[src/rtl/sram_port_arbiter_pkg.sv]
// rtl/sram_port_arbiter_pkg.sv - shared widths, FSM state and port encodings
package sram_port_arbiter_pkg;

  localparam int ADDR_W = 18;
  localparam int DATA_W = 32;
  localparam int BE_W   = 4;

  typedef enum logic [2:0] {
    ST_IDLE,
    ST_READ,
    ST_WSETUP,
    ST_WPULSE,
    ST_WHOLD,
    ST_DONE
  } state_e;

  typedef enum logic {
    PORT_INST,
    PORT_DATA
  } port_e;

  function automatic int max2(input int a, input int b);
    return (a > b) ? a : b;
  endfunction

endpackage

[src/rtl/sram_port_arbiter_if.sv]
// rtl/sram_port_arbiter_if.sv - requester ports and SRAM pins of the arbiter
interface sram_port_arbiter_if;
  import sram_port_arbiter_pkg::*;

  logic              inst_read;
  logic [ADDR_W-1:0] inst_addr;
  logic              inst_ready;
  logic [DATA_W-1:0] inst_rdata;

  logic              data_read;
  logic              data_write;
  logic [ADDR_W-1:0] data_addr;
  logic [DATA_W-1:0] data_wdata;
  logic [BE_W-1:0]   data_be;
  logic              data_ready;
  logic [DATA_W-1:0] data_rdata;

  logic [ADDR_W-1:0] sram_addr;
  logic [DATA_W-1:0] sram_dq_o;
  logic              sram_dq_oe;
  logic [DATA_W-1:0] sram_dq_i;
  logic              sram_ce_n;
  logic              sram_oe_n;
  logic              sram_we_n;
  logic [BE_W-1:0]   sram_be_n;

  // Arbiter side
  modport slave (
    input  inst_read, inst_addr, data_read, data_write, data_addr, data_wdata, data_be,
    input  sram_dq_i,
    output inst_ready, inst_rdata, data_ready, data_rdata,
    output sram_addr, sram_dq_o, sram_dq_oe, sram_ce_n, sram_oe_n, sram_we_n, sram_be_n
  );

  // Requester / board side
  modport master (
    output inst_read, inst_addr, data_read, data_write, data_addr, data_wdata, data_be,
    output sram_dq_i,
    input  inst_ready, inst_rdata, data_ready, data_rdata,
    input  sram_addr, sram_dq_o, sram_dq_oe, sram_ce_n, sram_oe_n, sram_we_n, sram_be_n
  );

endinterface

[src/rtl/sram_port_arbiter.sv]
// rtl/sram_port_arbiter.sv - two-port arbiter onto a single asynchronous SRAM
module sram_port_arbiter
  import sram_port_arbiter_pkg::*;
#(
  parameter int RD_WAIT  = 2,
  parameter int WR_PULSE = 2
) (
  input  logic                clk,
  input  logic                rst,
  sram_port_arbiter_if.slave  bus
);

  localparam int CNT_W = $clog2(max2(RD_WAIT, WR_PULSE)) + 1;
  localparam logic [CNT_W-1:0] RD_LOAD = CNT_W'(RD_WAIT - 1);
  localparam logic [CNT_W-1:0] WR_LOAD = CNT_W'(WR_PULSE - 1);

  state_e            state_q;
  port_e             port_q;
  logic [CNT_W-1:0]  cnt_q;
  logic [ADDR_W-1:0] addr_q;
  logic [DATA_W-1:0] wdata_q;
  logic [BE_W-1:0]   be_q;
  logic              ce_n_q, oe_n_q, we_n_q, dq_oe_q;
  logic [BE_W-1:0]   be_n_q;
  logic              inst_ready_q, data_ready_q;
  logic [DATA_W-1:0] inst_rdata_q, data_rdata_q;
  logic              inst_lock_q, data_lock_q;

  logic inst_req, data_req, inst_go, data_go;

  always_comb begin
    inst_req = bus.inst_read;
    data_req = bus.data_read | bus.data_write;
    inst_go  = inst_req & ~inst_lock_q;
    data_go  = data_req & ~data_lock_q;
  end

  always_ff @(posedge clk) begin
    if (rst) begin
      state_q      <= ST_IDLE;
      port_q       <= PORT_INST;
      cnt_q        <= '0;
      addr_q       <= '0;
      wdata_q      <= '0;
      be_q         <= '0;
      ce_n_q       <= 1'b1;
      oe_n_q       <= 1'b1;
      we_n_q       <= 1'b1;
      be_n_q       <= '1;
      dq_oe_q      <= 1'b0;
      inst_ready_q <= 1'b0;
      data_ready_q <= 1'b0;
      inst_rdata_q <= '0;
      data_rdata_q <= '0;
      inst_lock_q  <= 1'b0;
      data_lock_q  <= 1'b0;
    end else begin
      inst_ready_q <= 1'b0;
      data_ready_q <= 1'b0;
      // A lock set below on completion wins over this clear in the same cycle
      if (!inst_req) inst_lock_q <= 1'b0;
      if (!data_req) data_lock_q <= 1'b0;

      case (state_q)
        ST_IDLE: begin
          if (data_go && bus.data_write) begin
            port_q  <= PORT_DATA;
            addr_q  <= bus.data_addr;
            wdata_q <= bus.data_wdata;
            be_q    <= bus.data_be;
            ce_n_q  <= 1'b0;
            dq_oe_q <= 1'b1;
            state_q <= ST_WSETUP;
          end else if (data_go) begin
            port_q  <= PORT_DATA;
            addr_q  <= bus.data_addr;
            ce_n_q  <= 1'b0;
            oe_n_q  <= 1'b0;
            be_n_q  <= '0;
            cnt_q   <= RD_LOAD;
            state_q <= ST_READ;
          end else if (inst_go) begin
            port_q  <= PORT_INST;
            addr_q  <= bus.inst_addr;
            ce_n_q  <= 1'b0;
            oe_n_q  <= 1'b0;
            be_n_q  <= '0;
            cnt_q   <= RD_LOAD;
            state_q <= ST_READ;
          end
        end

        ST_READ: begin
          if (cnt_q == '0) begin
            if (port_q == PORT_DATA) begin
              data_rdata_q <= bus.sram_dq_i;
              data_ready_q <= 1'b1;
              data_lock_q  <= 1'b1;
            end else begin
              inst_rdata_q <= bus.sram_dq_i;
              inst_ready_q <= 1'b1;
              inst_lock_q  <= 1'b1;
            end
            ce_n_q  <= 1'b1;
            oe_n_q  <= 1'b1;
            be_n_q  <= '1;
            state_q <= ST_DONE;
          end else begin
            cnt_q <= cnt_q - CNT_W'(1);
          end
        end

        ST_WSETUP: begin
          we_n_q  <= 1'b0;
          be_n_q  <= ~be_q;
          cnt_q   <= WR_LOAD;
          state_q <= ST_WPULSE;
        end

        ST_WPULSE: begin
          if (cnt_q == '0) begin
            we_n_q  <= 1'b1;
            be_n_q  <= '1;
            state_q <= ST_WHOLD;
          end else begin
            cnt_q <= cnt_q - CNT_W'(1);
          end
        end

        ST_WHOLD: begin
          // Only the data port issues writes
          ce_n_q       <= 1'b1;
          dq_oe_q      <= 1'b0;
          data_ready_q <= 1'b1;
          data_lock_q  <= 1'b1;
          state_q      <= ST_DONE;
        end

        ST_DONE: state_q <= ST_IDLE;

        default: state_q <= ST_IDLE;
      endcase
    end
  end

  assign bus.inst_ready = inst_ready_q;
  assign bus.inst_rdata = inst_rdata_q;
  assign bus.data_ready = data_ready_q;
  assign bus.data_rdata = data_rdata_q;
  assign bus.sram_addr  = addr_q;
  assign bus.sram_dq_o  = wdata_q;
  assign bus.sram_dq_oe = dq_oe_q;
  assign bus.sram_ce_n  = ce_n_q;
  assign bus.sram_oe_n  = oe_n_q;
  assign bus.sram_we_n  = we_n_q;
  assign bus.sram_be_n  = be_n_q;

endmodule

[src/flat_wrapper.sv]
// flat-port wrapper written by rule: the top's interface ports become plain ports
module sram_port_arbiter_flat import sram_port_arbiter_pkg::*;
#(
  parameter int RD_WAIT  = 2,
  parameter int WR_PULSE = 2
)
  (clk, rst, bus_inst_read, bus_inst_addr, bus_data_read, bus_data_write, bus_data_addr, bus_data_wdata, bus_data_be, bus_sram_dq_i, bus_inst_ready, bus_inst_rdata, bus_data_ready, bus_data_rdata, bus_sram_addr, bus_sram_dq_o, bus_sram_dq_oe, bus_sram_ce_n, bus_sram_oe_n, bus_sram_we_n, bus_sram_be_n);
  sram_port_arbiter_if bus_i ();
  input  logic clk;
  input  logic rst;
  input wire logic [$bits(bus_i.inst_read)-1:0] bus_inst_read;
  input wire logic [$bits(bus_i.inst_addr)-1:0] bus_inst_addr;
  input wire logic [$bits(bus_i.data_read)-1:0] bus_data_read;
  input wire logic [$bits(bus_i.data_write)-1:0] bus_data_write;
  input wire logic [$bits(bus_i.data_addr)-1:0] bus_data_addr;
  input wire logic [$bits(bus_i.data_wdata)-1:0] bus_data_wdata;
  input wire logic [$bits(bus_i.data_be)-1:0] bus_data_be;
  input wire logic [$bits(bus_i.sram_dq_i)-1:0] bus_sram_dq_i;
  output wire logic [$bits(bus_i.inst_ready)-1:0] bus_inst_ready;
  output wire logic [$bits(bus_i.inst_rdata)-1:0] bus_inst_rdata;
  output wire logic [$bits(bus_i.data_ready)-1:0] bus_data_ready;
  output wire logic [$bits(bus_i.data_rdata)-1:0] bus_data_rdata;
  output wire logic [$bits(bus_i.sram_addr)-1:0] bus_sram_addr;
  output wire logic [$bits(bus_i.sram_dq_o)-1:0] bus_sram_dq_o;
  output wire logic [$bits(bus_i.sram_dq_oe)-1:0] bus_sram_dq_oe;
  output wire logic [$bits(bus_i.sram_ce_n)-1:0] bus_sram_ce_n;
  output wire logic [$bits(bus_i.sram_oe_n)-1:0] bus_sram_oe_n;
  output wire logic [$bits(bus_i.sram_we_n)-1:0] bus_sram_we_n;
  output wire logic [$bits(bus_i.sram_be_n)-1:0] bus_sram_be_n;
  assign bus_i.inst_read = bus_inst_read;
  assign bus_i.inst_addr = bus_inst_addr;
  assign bus_i.data_read = bus_data_read;
  assign bus_i.data_write = bus_data_write;
  assign bus_i.data_addr = bus_data_addr;
  assign bus_i.data_wdata = bus_data_wdata;
  assign bus_i.data_be = bus_data_be;
  assign bus_i.sram_dq_i = bus_sram_dq_i;
  assign bus_inst_ready = bus_i.inst_ready;
  assign bus_inst_rdata = bus_i.inst_rdata;
  assign bus_data_ready = bus_i.data_ready;
  assign bus_data_rdata = bus_i.data_rdata;
  assign bus_sram_addr = bus_i.sram_addr;
  assign bus_sram_dq_o = bus_i.sram_dq_o;
  assign bus_sram_dq_oe = bus_i.sram_dq_oe;
  assign bus_sram_ce_n = bus_i.sram_ce_n;
  assign bus_sram_oe_n = bus_i.sram_oe_n;
  assign bus_sram_we_n = bus_i.sram_we_n;
  assign bus_sram_be_n = bus_i.sram_be_n;
  sram_port_arbiter #(.RD_WAIT(RD_WAIT), .WR_PULSE(WR_PULSE)) u_core (.clk(clk), .rst(rst), .bus(bus_i));
endmodule
[config.mk]
export PLATFORM = sky130hd
export DESIGN_NAME = sram_port_arbiter_flat
export DESIGN_NICKNAME = d
export VERILOG_FILES = /design/src/rtl/sram_port_arbiter_pkg.sv /design/src/rtl/sram_port_arbiter_if.sv /design/src/rtl/sram_port_arbiter.sv /design/src/flat_wrapper.sv
export SDC_FILE = /design/constraint.sdc
export NUM_CORES = 1
export LEC_CHECK = 0
export ABC_AREA = 0
export BUFFER_PORTS_ARGS = -buffer_cell sky130_fd_sc_hd__buf_2
export CORE_ASPECT_RATIO = 1.2
export CORE_MARGIN = 8
export CORE_UTILIZATION = 47
export CTS_CLUSTER_SIZE = 16
export DETAILED_ROUTE_END_ITERATION = 8
export PLACE_DENSITY = 0.8
export SYNTH_ARGS = -nofsm -noshare
export SYNTH_HDL_FRONTEND = slang
export SYNTH_SLANG_ARGS = --single-unit
export TNS_END_PERCENT = 20
[constraint.sdc]
create_clock -name clk -period 1.89 [get_ports clk]
set_clock_uncertainty 0.15 [all_clocks]
set_input_delay 0.189 -clock clk [delete_from_list [all_inputs] [get_ports clk]]
set_output_delay 0.189 -clock clk [all_outputs]
set_load 0.1 [all_outputs]
=== Word-level counts from Yosys, hierarchy flattened ===
Cells that the tools add are included.

* Register bits: 136
* Input bits: 109
* Output and inout port bits: 124
* Logic and storage cells: 104

* Add/subtract/negate cells: 1
* Equality and inequality tests: 12
* Mux-type cells: 43
* Bitwise gates (word level): 9
* Reduce and logical (&&, ||, !) cells: 22

{| class="wikitable"
|+ Operators with widths
! operator !! number
|-
| 2-to-1 mux 18 bit || 3
|-
| 2-to-1 mux 1 bit || 18
|-
| 2-to-1 mux 4 bit || 4
|-
| 2-to-1 mux 3 bit || 5
|-
| case mux 3 bit (5 select lines) || 1
|-
| case mux 4 bit (3 select lines) || 1
|-
| AND reduction 3 bit || 4
|-
| AND reduction 4 bit || 3
|-
| case mux 1 bit (2 select lines) || 5
|-
| nonzero test 3 bit || 3
|-
| 2-to-1 mux 2 bit || 4
|-
| != test 2 x 1 -> 1 bit (second input constant) || 4
|-
| AND reduction 2 bit || 4
|-
| == test 3 x 2 -> 1 bit (second input constant) || 2
|-
| case mux 2 bit (3 select lines) || 1
|-
| nonzero test 2 bit || 3
|-
| inverter 1 bit || 5
|-
| != test 2 bit (second input constant) || 2
|-
| != test 4 x 1 -> 1 bit (second input constant) || 1
|-
| inverter 4 bit || 1
|-
| == test 3 x 1 -> 1 bit (second input constant) || 1
|-
| == test 3 bit (second input constant) || 1
|-
| zero test 3 bit || 1
|-
| != test 3 x 1 -> 1 bit (second input constant) || 1
|-
| other kinds (8) || 9
|}

=== Depth between registers and ports, before layout ===
Gate-level depths: netlist (run 1).

* Depth in word-level cells: 6
* Mapped depth: 8

=== Least setup slack after synthesis (run 1) ===
Ideal clock, no wire load.

* Path type: register to register
* Start: reg u_core.cnt_q[0]
* End: reg u_core.inst_rdata_q[17] (netlist: u_core.bus.inst_rdata[17])
* Library setup time: 71 ps
* Arrival: 1553 ps
* Data required time: 1669 ps
* Setup slack: 116 ps
* Stages on the path, launching flop included: 9
* Path buffers: 2
* Clock period less this slack: 1774 ps
* Path through: dfxtp_1 -> inv_1 -> ha_1 -> and4bb_2 -> nand2b_1 -> buf_2 -> clkbuf_1 -> nand2_1 -> a21oi_1

* Longest elaborated chain between the ends: 2

{| class="wikitable"
|+ Ends and longest elaborated chain
! element !! RTL line !! source
|-
| start, declared || sram_port_arbiter.sv:19 || <nowiki>logic [CNT_W-1:0] cnt_q;</nowiki>
|-
| start signal, assigned || sram_port_arbiter.sv:109 || <nowiki>cnt_q <= cnt_q - CNT_W'(1);</nowiki>
|-
| start signal, assigned || sram_port_arbiter.sv:126 || <nowiki>cnt_q <= cnt_q - CNT_W'(1);</nowiki>
|-
| zero test 2 bit || sram_port_arbiter.sv:94 || <nowiki>if (cnt_q == '0) begin</nowiki>
|-
| AND reduction 3 bit (no source line) || -- ||
|-
| end signal, assigned || sram_port_arbiter.sv:100 || <nowiki>inst_rdata_q <= bus.sram_dq_i;</nowiki>
|-
| end, declared || sram_port_arbiter.sv:26 || <nowiki>logic [DATA_W-1:0] inst_rdata_q, data_rdata_q;</nowiki>
|}

Every way passes these cells.
A chain may end at the register's enable or synchronous reset.

=== Worst setup path in the final report (run 1) ===
* Start: reg u_core.cnt_q[0]
* End: reg u_core.inst_rdata_q[23] (netlist: u_core.bus.inst_rdata[23])

The elaborated chain is that of the path after synthesis.

==> results by group, run 1 <==
Cells and area
  – Fraction of layout instances using a drive strength above 1: 30.67%
  – Total of fill cells in the finished design: 724
  – Final cell count without fillers: 1096
  – NumNets Final: between 1000 and 1500
  – Area of all placed cells without fillers: between 8000 and 9000 sq um
  – Signed area change from the synthesized netlist to the final layout: 57.93%

CTS
  – Clock Sinks: approximately 140
  – Maximum clock insertion buffer count: 2
  – Buffer count from post-CTS setup fixing: 0
  – CTS H-Tree Depth: 4
  – CTS tree: done
  – Hold-fix buffers, CTS: 95
  – Clock Root Buffer: sky130_fd_sc_hd__clkbuf_16
  – Clock network latency to the later pin of the worst-skew pair: 410 ps
  – Clk slew on worst S/H paths: approximately 60 ps
  – Resize count post-CTS: 0
  – Clock buffer count from CTS: 17

Power
  – Areal power density over the cells: 1807 nW/um^2
  – Static power due to leakage: 3.578 nW
  – Worst-case vdd ir drop: 1.053 mV

Setup path
  – Endpoint kind of the worst setup timing path: flip-flop
  – Data required time of the critical path: approximately 2100 ps
  – Worst Reg-to-Reg Cells: 7
  – Critical R2R Capture: u_core.bus.inst_rdata[23]
  – Start point of the critical path: u_core.cnt_q[0]
  – Worst Setup Path Type: flip-flop to flip-flop
  – Worst r2r src: u_core.cnt_q[0]
  – Setup slack of the most critical reg-to-reg path: 220 ps
  – Worst-path fanout max: 32
  – Arrival time at the worst endpoint: 1860 ps
  – Worst setup SP type: flip-flop

Run
  – Max-Cap Viols: 0

Synthesis
  – Post-synthesis register bit count: roughly 140
  – Yosys warning total: 0
  – Proportion of synthesized flip-flops having asynchronous set or reset: 0%
  – Post-synth EDFFs: 0
  – Number of distinct library cells after synthesis: 34
  – Post-synth top flop: sky130_fd_sc_hd__dfxtp_1
  – Top-area cell type share of the netlist area: 53.23%
  – Fraction of the yosys area taken by sequential cells: 53.23%
  – Cell types occupying the most area after synthesis: sky130_fd_sc_hd__dfxtp_1, sky130_fd_sc_hd__nand2_1, sky130_fd_sc_hd__a21oi_1
  – Top cells by instance count after synthesis: sky130_fd_sc_hd__nand2_1, sky130_fd_sc_hd__dfxtp_1, sky130_fd_sc_hd__a21oi_1
  – Largest area contributor in the netlist: sky130_fd_sc_hd__dfxtp_1
  – Mean Syn Cell Area: 8.030 sq um
  – Post-synthesis cell count: about 640
  – Area of the mapped netlist: between 5000 and 6000 sq um
  – Most repeated cell in the gate-level netlist after synthesis: sky130_fd_sc_hd__nand2_1
  – Number of nets in the synthesized netlist: 747

Place
  – Setup slack after placement: 240.6 ps
  – Placer congestion estimate: between 0.8 and 0.9
  – Placed cell area: 6452 sq um
  – Post-DP HPWL: 11050 um
  – Port Buffers: 232
  – Placed cells: 967

Global routing
  – Antenna violations before repair: 1
  – Final global-route overflow total: 0
  – Overall fraction of global-route tracks in use: 24.03%
  – Maximum number of pins on one net before global-route repair: 57
  – Wire length of the first global-routing pass: 28550 um
  – Vias in the first global route: approximately 5700

Worst hold path
  – Tightest Hold Check Type: input pin to flip-flop
  – End point of the worst hold path: u_core.bus.sram_addr[16]
  – Min-Delay Startpoint: bus_inst_addr[16]
  – Min-Delay Path Depth: 3

Drt
  – DRT Pass-1 Iters: 5
  – Remaining antenna violation count: 0
  – Overall routed net length: 18100 um
  – Final routed wire length divided by cell count: 16.52 um
  – Initial drt markers: between 300 and 400
  – Drt via density: 5.161
  – Total DRC errors in the routed layout: 0
  – Via count: around 5700

Die
  – Total die area: ~14000 sq um
  – Horizontal extent of the die: between 100 and 150 um
  – Placeable core region: about 11000 sq um
  – Standard-cell row count: 41
  – Die height: between 100 and 150 um
  – Number of top-level pins: 233
  – Initial cell density of the core: 48.40%

STA
  – Slew at the pin with the worst max-slew slack: approximately 520 ps
  – Final Critical Period: 1672 ps
  – Slack of the critical path: 218.1 ps
  – Final number of setup-violating endpoints: 0
  – Total count of max-transition violations in the final report: 0
  – Worst hold slack after final layout: between 10 and 15 ps
  – Sum of negative setup slack: 0 ps
  – Final Hold Fails: 0
  – Share of the clock period used by the worst path after layout: 88.46%
  – Relative slew slack: roughly 66%
  – Maximum clock frequency: ~0.6 GHz
  – RSZ-0062 raised after global routing: false

Outcome
  – Result of the run: finished, final reports clean
state kept, by name (all words and copies together) (netlist names):
signal / cells
u_core.be_q: 4
u_core.bus.data_rdata: 32
u_core.bus.data_ready: 1
u_core.bus.inst_rdata: 32
u_core.bus.inst_ready: 1
u_core.bus.sram_addr: 18
u_core.bus.sram_be_n: 4
u_core.bus.sram_ce_n: 1
u_core.bus.sram_dq_o: 32
u_core.bus.sram_dq_oe: 1
u_core.bus.sram_oe_n: 1
u_core.bus.sram_we_n: 1
u_core.cnt_q: 2
u_core.data_lock_q: 1
u_core.inst_lock_q: 1
u_core.port_q: 1
u_core.state_q: 3
cells by family after synthesis:
| group | after synthesis | share of synthesized area, % |
|---|---|---|
| buffers and inverters | 55 | 4.917 |
| multiplexers | 5 | 0.9785 |
| AND/OR/NAND/NOR | 252 | 19.67 |
| adder cells (fa/ha/maj) | 1 | 0.2446 |
| AO/OA/AOI/OAI | 188 | 20.96 |
| flip-flops | 136 | 53.23 |
layout make-up:
type	count	area (sq um)	area share, %
flip-flops and latches	136	2723	33.71
repair buffers	346	2357	29.18
multi-input cells	446	2143	26.53
clock buffers	20	446.7	5.530
clock inverters	12	222.7	2.757
well taps	129	161.4	1.998
inverters	5	18.77	0.2323
diodes	2	5.005	0.06196
worst max-delay path: stages, from the launching register on:
cell and delay, ps:
sky130_fd_sc_hd__dfxtp_1 290, sky130_fd_sc_hd__inv_1 80, sky130_fd_sc_hd__ha_1 160, sky130_fd_sc_hd__and4bb_2 280
sky130_fd_sc_hd__nor2b_2 200, sky130_fd_sc_hd__buf_12 200, sky130_fd_sc_hd__nand2_1 90, sky130_fd_sc_hd__a21oi_1 140
stage by stage:
| step | power (mW) | util (%) |
|---|---|---|
| after floorplan | 9.430 | - |
| after CTS | 14.60 | 76.39 |
| final | 14.60 | 76.44 |
| after global placement | 10.64 | 61.06 |
| after detailed placement | 10.71 | 61.06 |
| after global routing | 15.18 | 76.41 |
layer usage:
metal / vias up / global-route usage (%) / part of all wire, %
met1: 2577 / 24.49 / 37
met5: - / 0 / 0
met4: 0 / 13.04 / 4.3
met2: 269 / 41.85 / 51
met3: 62 / 9.412 / 8.4
li1: 2749 / - / -
how the worst max path moves through the flow:
| stage | endpoint | slack, ps | cells after the start |
|---|---|---|---|
| 6_report | u_core.bus.inst_rdata[23] | 220 | 7 |
| 5_1_grt | u_core.bus.data_rdata[15] | 80 | 7 |
| 4_1_cts | u_core.bus.inst_rdata[27] | 230 | 7 |
| 3_5_place_dp | u_core.bus.inst_rdata[6] | 240 | 7 |
| 3_3_place_gp | u_core.bus.inst_rdata[18] | 280 | 7 |
| 2_1_floorplan | u_core.bus.inst_rdata[17] | 120 | 8 |
cells in the final DEF, fill, tap and decap left out, types with 3 or more instances in the layout:
cell type and instances:
sky130_fd_sc_hd__inv_1 5, sky130_fd_sc_hd__clkbuf_16 17, sky130_fd_sc_hd__nand2b_1 5, sky130_fd_sc_hd__nor2_1 25, sky130_fd_sc_hd__bufinv_16 6, sky130_fd_sc_hd__buf_4 12, sky130_fd_sc_hd__buf_2 231, sky130_fd_sc_hd__a21oi_1 129
sky130_fd_sc_hd__mux2i_1 5, sky130_fd_sc_hd__a211oi_1 9, sky130_fd_sc_hd__a31oi_1 3, sky130_fd_sc_hd__dfxtp_1 136, sky130_fd_sc_hd__o21ai_0 28, sky130_fd_sc_hd__nand2_1 208, sky130_fd_sc_hd__a211oi_2 10, sky130_fd_sc_hd__dlygate4sd3_1 95
sky130_fd_sc_hd__buf_12 8
where the power goes:
part           leakage [nW]  switching, mW  internal, mW
Sequential             1.11          0.301          3.47
Combinational          2.15           5.64          1.46
Clock                 0.320           1.23          2.51
Total                  3.58           7.16          7.44
(Power assumes the default switching activity.)
==> run 2: changes to the inputs <==
--- a/config.mk
+++ b/config.mk
@@ -12,6 +12,7 @@
 export CORE_UTILIZATION = 47
 export CTS_CLUSTER_SIZE = 16
 export DETAILED_ROUTE_END_ITERATION = 8
+export GPL_TIMING_DRIVEN = 0
 export PLACE_DENSITY = 0.8
 export SYNTH_ARGS = -nofsm -noshare
 export SYNTH_HDL_FRONTEND = slang
==> results by group, run 2 (synthesis gave the netlist of run 1 again) <==
Die
  – Total die area: 14490 sq um (unchanged)
  – Horizontal extent of the die: 111.2 um (unchanged)
  – Initial cell density of the core: 48.40% (unchanged)
  – Die height: 130.3 um (unchanged)
  – Number of top-level pins: 233 (unchanged)
  – Standard-cell row count: 41 (unchanged)
  – Placeable core region: 10570 sq um (unchanged)

Setup path
  – Endpoint kind of the worst setup timing path: flip-flop
  – Arrival time at the worst endpoint: 2080 ps (+220 ps)
  – Worst setup SP type: flip-flop
  – Worst Reg-to-Reg Cells: 5 (-2)
  – Worst Setup Path Type: flip-flop to flip-flop
  – Worst-path fanout max: 10 (-69%)
  – Data required time of the critical path: 2060 ps (-20 ps)

Worst hold path
  – Min-Delay Path Depth: 3 (unchanged)
  – Tightest Hold Check Type: input pin to flip-flop

Cells and area
  – Fraction of layout instances using a drive strength above 1: 32.70% (+2.0 points)
  – Most used cells in the layout excluding fill and tap cells: sky130_fd_sc_hd__buf_2, sky130_fd_sc_hd__nand2_1, sky130_fd_sc_hd__dfxtp_1
  – Signed area change from the synthesized netlist to the final layout: 57.90% (about the same)
  – NumNets Final: 1091 (+2.7%)
  – Final core utilization: 76.43% (about the same)
  – Most common cell after layout, fill and taps aside: sky130_fd_sc_hd__buf_2
  – Final cell count without fillers: 1124 (+2.6%)

Power
  – Worst-case vdd ir drop: 1.077 mV (+2.2%)
  – Static power due to leakage: 3.562 nW (-0.45%)
  – Areal power density over the cells: 1774 nW/um^2 (-1.9%)

STA
  – Relative slew slack: 55.88% (-9.9 points)
  – Slew at the pin with the worst max-slew slack: 661.9 ps (+144.4 ps)
  – Share of the clock period used by the worst path after layout: 100.9% (+12 points)
  – Final Hold Fails: 0 (unchanged)
  – Total count of max-transition violations in the final report: 0 (unchanged)
  – Slack of the critical path: -17.58 ps (-235.7 ps)
  – Final Critical Period: 1908 ps (+235.7 ps)
  – RSZ-0062 raised after global routing: true
  – Final number of setup-violating endpoints: 5 (+5)
  – Maximum clock frequency: 0.5242 GHz (-12%)

Drt
  – Overall routed net length: 19200 um (+6.1%)
  – Remaining antenna violation count: 0 (unchanged)
  – DRT Pass-1 Iters: 7 (+2)
  – Final routed wire length divided by cell count: 17.08 um (+3.4%)
  – Total DRC errors in the routed layout: 0 (unchanged)
  – Via count: 5874 (+3.8%)
  – Initial drt markers: 330 (-10%)
  – Drt via density: 5.226 (+1.2%)

Global routing
  – Maximum number of pins on one net before global-route repair: 17 (-70%)
  – Wire length of the first global-routing pass: 29210 um (+2.3%)
  – Antenna violations before repair: 0 (-1)
  – Overall fraction of global-route tracks in use: 24.78% (+0.75 points)
  – Final global-route overflow total: 0 (unchanged)
  – Vias in the first global route: 5904 (+4.1%)

CTS
  – CTS tree: done
  – CTS H-Tree Depth: 4 (unchanged)
  – Maximum clock insertion buffer count: 2 (unchanged)
  – Clock buffer count from CTS: 17 (unchanged)
  – Clock network latency to the later pin of the worst-skew pair: 410 ps (about the same)
  – Clk slew on worst S/H paths: 60 ps (about the same)
  – Clock Root Buffer: sky130_fd_sc_hd__clkbuf_16
  – Clock Sinks: 136 (unchanged)

Outcome
  – Failing checks: negative setup slack
  – Result of the run: finished, violations left

Place
  – Port Buffers: 231 (-0.43%)
  – Placed cells: 997 (+3.1%)
  – Placer congestion estimate: 0.8175 (-4.4%)
  – Post-DP HPWL: 12260 um (+11%)

Run
  – Max-Cap Viols: 0 (unchanged)
-- run 2: cell count changes in the layout (fill, tap and decap cells not counted), sizes merged --
cell | before | now
clkinvlp | 2 | 6
dlygate4sd3 | 95 | 89
clkbuf | 20 | 52
diode | 2 | 1
clkinv | 4 | 5
buf | 251 | 253
bufinv | 6 | 2
-- run 2: layout make-up --
class | count | area, sq um
timing repair buffer | 326 | 2092
inverter | 5 | 18.77
multi-input combinational | 446 | 2203
antenna | 1 | 2.502
clock buffer | 19 | 442.9
fill | 731 | 2491
sequential | 136 | 2724
buffer | 49 | 301.5
clock inverter | 13 | 130.1
tap | 129 | 161.4
-- run 2: where the power goes --
group          internal (mW)  switching [mW]  leakage (nW)
registers               3.47           0.303          1.11
clock network           1.96            1.23         0.267
logic                   1.58            5.78          2.18
total                   7.01            7.31          3.56
-- run 2: path summary, 6_finish.rpt --
| check | startpoint | to | slack [ps] |
|---|---|---|---|
| worst min register to register | u_core.bus.inst_rdata[3] | u_core.bus.inst_rdata[3] | 300 |
| worst min-delay path | bus_inst_addr[15] | u_core.bus.sram_addr[15] | 20 |
| worst max-delay path | u_core.data_lock_q | u_core.cnt_q[0] | -20 |
| worst max register to register | u_core.data_lock_q | u_core.cnt_q[0] | -20 |
-- run 2: worst max-delay path, stage by stage, from the launching register on --
cell and delay, ps:
sky130_fd_sc_hd__dfxtp_1 350, sky130_fd_sc_hd__o21bai_1 220, sky130_fd_sc_hd__clkbuf_2 220, sky130_fd_sc_hd__a311oi_1 470
sky130_fd_sc_hd__nand2_1 180, sky130_fd_sc_hd__a211oi_1 240
-- run 2: metrics by stage --
step / hold WS, ps / TNS [ps] / setup slack (ps) / power (mW) / area [sq um]
floorplan: 175.0 / 0 / 116.1 / 9.430 / 5115
global placement: 278.5 / -10560 / -235.3 / 10.57 / 6432
detailed placement: 284.9 / -11600 / -295.7 / 10.64 / 6432
CTS: 1.378 / -48.66 / -20.34 / 14.02 / 7935
global route: 24.00 / -984.7 / -160.5 / 14.86 / 8074
finish: 18.51 / -57.54 / -17.58 / 14.32 / 8077
-- run 2: routing by layer --
layer,track usage [%],vias up,routed length (um)
met5,0,-,0
met4,12.80,0,716
met3,8.724,52,1634
met2,44.85,270,9668
met1,24.72,2738,7179
li1,-,2814,-
-- run 2: repair_timing --
| action | 4_1_cts | 5_1_grt |
|---|---|---|
| resized for setup | 22 | 34 |
| hold buffers | 89 | 0 |
| setup endpoints to repair | 108 | 106 |
| pin swaps | 2 | 2 |
| setup buffers | 0 | 6 |
| endpoints found under the hold margin | 115 | 0 |
==> run 3: changes to the inputs <==
--- a/config.mk
+++ b/config.mk
@@ -13,7 +13,8 @@
 export CTS_CLUSTER_SIZE = 16
 export DETAILED_ROUTE_END_ITERATION = 8
 export GPL_TIMING_DRIVEN = 0
-export PLACE_DENSITY = 0.8
+export HOLD_SLACK_MARGIN = 0.03
+export PLACE_DENSITY_LB_ADDON = 0.1
 export SYNTH_ARGS = -nofsm -noshare
 export SYNTH_HDL_FRONTEND = slang
 export SYNTH_SLANG_ARGS = --single-unit
==> results by group, run 3 (synthesis gave the netlist of run 1 again) <==
Place
  – Placer congestion estimate: 0.8094 (-0.99%)
  – Placed cell area: 6432 sq um (unchanged)
  – Post-DP HPWL: 12510 um (+2.0%)
  – Port Buffers: 231 (unchanged)
  – Setup slack after placement: -291.3 ps (+4.449 ps)

CTS
  – CTS tree: done
  – Clock buffer count from CTS: 17 (unchanged)
  – Clock Root Buffer: sky130_fd_sc_hd__clkbuf_16
  – Clock network latency to the later pin of the worst-skew pair: 420 ps (about the same)
  – CTS H-Tree Depth: 4 (unchanged)
  – Clock Sinks: 136 (unchanged)
  – Maximum clock insertion buffer count: 2 (unchanged)
  – Clk slew on worst S/H paths: 60 ps (about the same)

STA
  – Slew at the pin with the worst max-slew slack: 656.9 ps (-4.948 ps)
  – Final number of setup-violating endpoints: 0 (-5)
  – Share of the clock period used by the worst path after layout: 97.33% (-3.6 points)
  – Final Hold Fails: 0 (unchanged)
  – Maximum clock frequency: 0.5436 GHz (+3.7%)
  – RSZ-0062 raised after global routing: true
  – Slack of the critical path: 50.50 ps (+68.07 ps)
  – Relative slew slack: 56.21% (+0.33 points)
  – Final Critical Period: 1840 ps (-68.07 ps)
  – Total count of max-transition violations in the final report: 0 (unchanged)
  – Worst hold slack after final layout: 68.07 ps (+49.56 ps)

Drt
  – Overall routed net length: 18950 um (-1.3%)
  – Initial drt markers: 321 (-2.7%)
  – Total DRC errors in the routed layout: 0 (unchanged)
  – DRT Pass-1 Iters: 5 (-2)
  – Remaining antenna violation count: 0 (unchanged)
  – Drt via density: 5.156 (-1.3%)
  – Via count: 5893 (+0.32%)
  – Final routed wire length divided by cell count: 16.58 um (-2.9%)

Die
  – Standard-cell row count: 41 (unchanged)
  – Horizontal extent of the die: 111.2 um (unchanged)
  – Placeable core region: 10570 sq um (unchanged)
  – Number of top-level pins: 233 (unchanged)
  – Total die area: 14490 sq um (unchanged)
  – Die height: 130.3 um (unchanged)
  – Initial cell density of the core: 48.40% (unchanged)

Global routing
  – Maximum number of pins on one net before global-route repair: 17 (unchanged)
  – Vias in the first global route: 6139 (+4.0%)
  – Final global-route overflow total: 0 (unchanged)
  – Wire length of the first global-routing pass: 29880 um (+2.3%)
  – Antenna violations before repair: 0 (unchanged)
  – Overall fraction of global-route tracks in use: 25.32% (+0.54 points)

Outcome
  – Result of the run: finished, final reports clean

Setup path
  – Endpoint kind of the worst setup timing path: flip-flop
  – Data required time of the critical path: 2080 ps (+20 ps)
  – List of cells traversed by the critical path: buf_6, or3_1, buf_6, nor2_4, buf_12, buf_4, buf_4, nand2_1, a21oi_1
  – Worst-path fanout max: 10 (unchanged)
  – Worst Reg-to-Reg Cells: 9 (+4)
  – Worst Setup Path Type: flip-flop to flip-flop
  – Worst setup SP type: flip-flop
  – Slowest cell delay on critical path: 380 ps (-90 ps)
  – Arrival time at the worst endpoint: 2030 ps (-50 ps)
  – Critical-path top delay cell: sky130_fd_sc_hd__or3_1

Power
  – Static power due to leakage: 3.670 nW (+3.0%)
  – Worst-case vdd ir drop: 1.033 mV (-4.1%)
  – Areal power density over the cells: 1745 nW/um^2 (-1.6%)

Worst hold path
  – Min-Delay Path Depth: 3 (unchanged)
  – Tightest Hold Check Type: input pin to flip-flop

Cells and area
  – Most common cell after layout, fill and taps aside: sky130_fd_sc_hd__buf_2
  – Total of fill cells in the finished design: 769 (+5.2%)
  – Area of all placed cells without fillers: 8273 sq um (+2.4%)
  – NumNets Final: 1110 (+1.7%)
  – Most used cells in the layout excluding fill and tap cells: sky130_fd_sc_hd__buf_2, sky130_fd_sc_hd__nand2_1, sky130_fd_sc_hd__dfxtp_1
  – Fraction of layout instances using a drive strength above 1: 31.79% (-0.91 points)
  – Final core utilization: 78.29% (+1.9 points)
  – Signed area change from the synthesized netlist to the final layout: 61.74%

Run
  – Max-Cap Viols: 0 (unchanged)
-- run 3: cell types whose count changed in the layout (fill, tap and decap cells not counted), moves of 3 or more --
cell,delta
sky130_fd_sc_hd__clkinv_4,+3
sky130_fd_sc_hd__a21oi_1,+7
sky130_fd_sc_hd__clkinvlp_4,-3
sky130_fd_sc_hd__a21oi_2,-7
sky130_fd_sc_hd__inv_6,+3
sky130_fd_sc_hd__clkinv_2,-3
sky130_fd_sc_hd__clkbuf_2,+3
sky130_fd_sc_hd__dlygate4sd3_1,+17
-- run 3: timing repair --
| item | 4_1_cts | 5_1_grt |
|---|---|---|
| resized for setup | 21 | 28 |
| setup endpoints to repair | 107 | 110 |
| buffers inserted | 1 | 7 |
| hold buffers | 106 | 0 |
| cloned | 0 | 0 |
| pin swaps | 0 | 1 |
| endpoints found under the hold margin | 120 | 0 |
-- run 3: power by group --
| part | internal [mW] | leakage (nW) | switching (mW) | total (mW) |
|---|---|---|---|---|
| Clock | 1.99 | 0.280 | 1.26 | 3.25 |
| Combinational | 1.65 | 2.28 | 5.76 | 7.40 |
| Sequential | 3.47 | 1.11 | 0.313 | 3.79 |
| Total | 7.11 | 3.67 | 7.33 | 14.4 |
-- run 3: area by class of cell --
type / count / area, sq um / share of cell area [%]
antenna: 1 / 2.502 / 0.03025
multi-input combinational: 446 / 2182 / 26.38
sequential: 136 / 2723 / 32.91
tap: 129 / 161.4 / 1.951
inverter: 5 / 18.77 / 0.2269
timing repair buffer: 345 / 2302 / 27.83
clock buffer: 19 / 442.9 / 5.354
buffer: 49 / 295.3 / 3.569
clock inverter: 13 / 145.1 / 1.754
-- run 3: metrics by stage --
step,setup TNS (ps),cells,total power [mW]
finish,0,1143,14.44
global route,-445.5,1142,15.03
CTS,0,1135,14.16
detailed placement,-11260,997,10.64
global placement,-8712,997,10.53
floorplan,0,637,9.430
-- run 3: worst paths after layout --
kind	from	slack (ps)	to
max	u_core.state_q[2]	50	u_core.bus.sram_dq_o[31]
max reg2reg	u_core.state_q[2]	50	u_core.bus.sram_dq_o[31]
min	bus_data_write	70	u_core.data_lock_q
min reg2reg	u_core.bus.data_rdata[4]	300	u_core.bus.data_rdata[4]
-- run 3: routing by layer --
| metal | track usage, % | share of wire (%) | vias up |
|---|---|---|---|
| met2 | 45.13 | 51 | 253 |
| met3 | 9.871 | 8.6 | 42 |
| met1 | 25.99 | 38 | 2753 |
| li1 | - | - | 2845 |
| met5 | 0 | 0 | - |
| met4 | 11.00 | 2.7 | 0 |
-- run 3: critical path, delay by kind of cell (launching register included) --
family                 cells  cell delay [ps]
buffers and inverters      5              630
AND/OR/NAND/NOR            3              540
flip-flops                 1              310
AO/OA/AOI/OAI              1              120
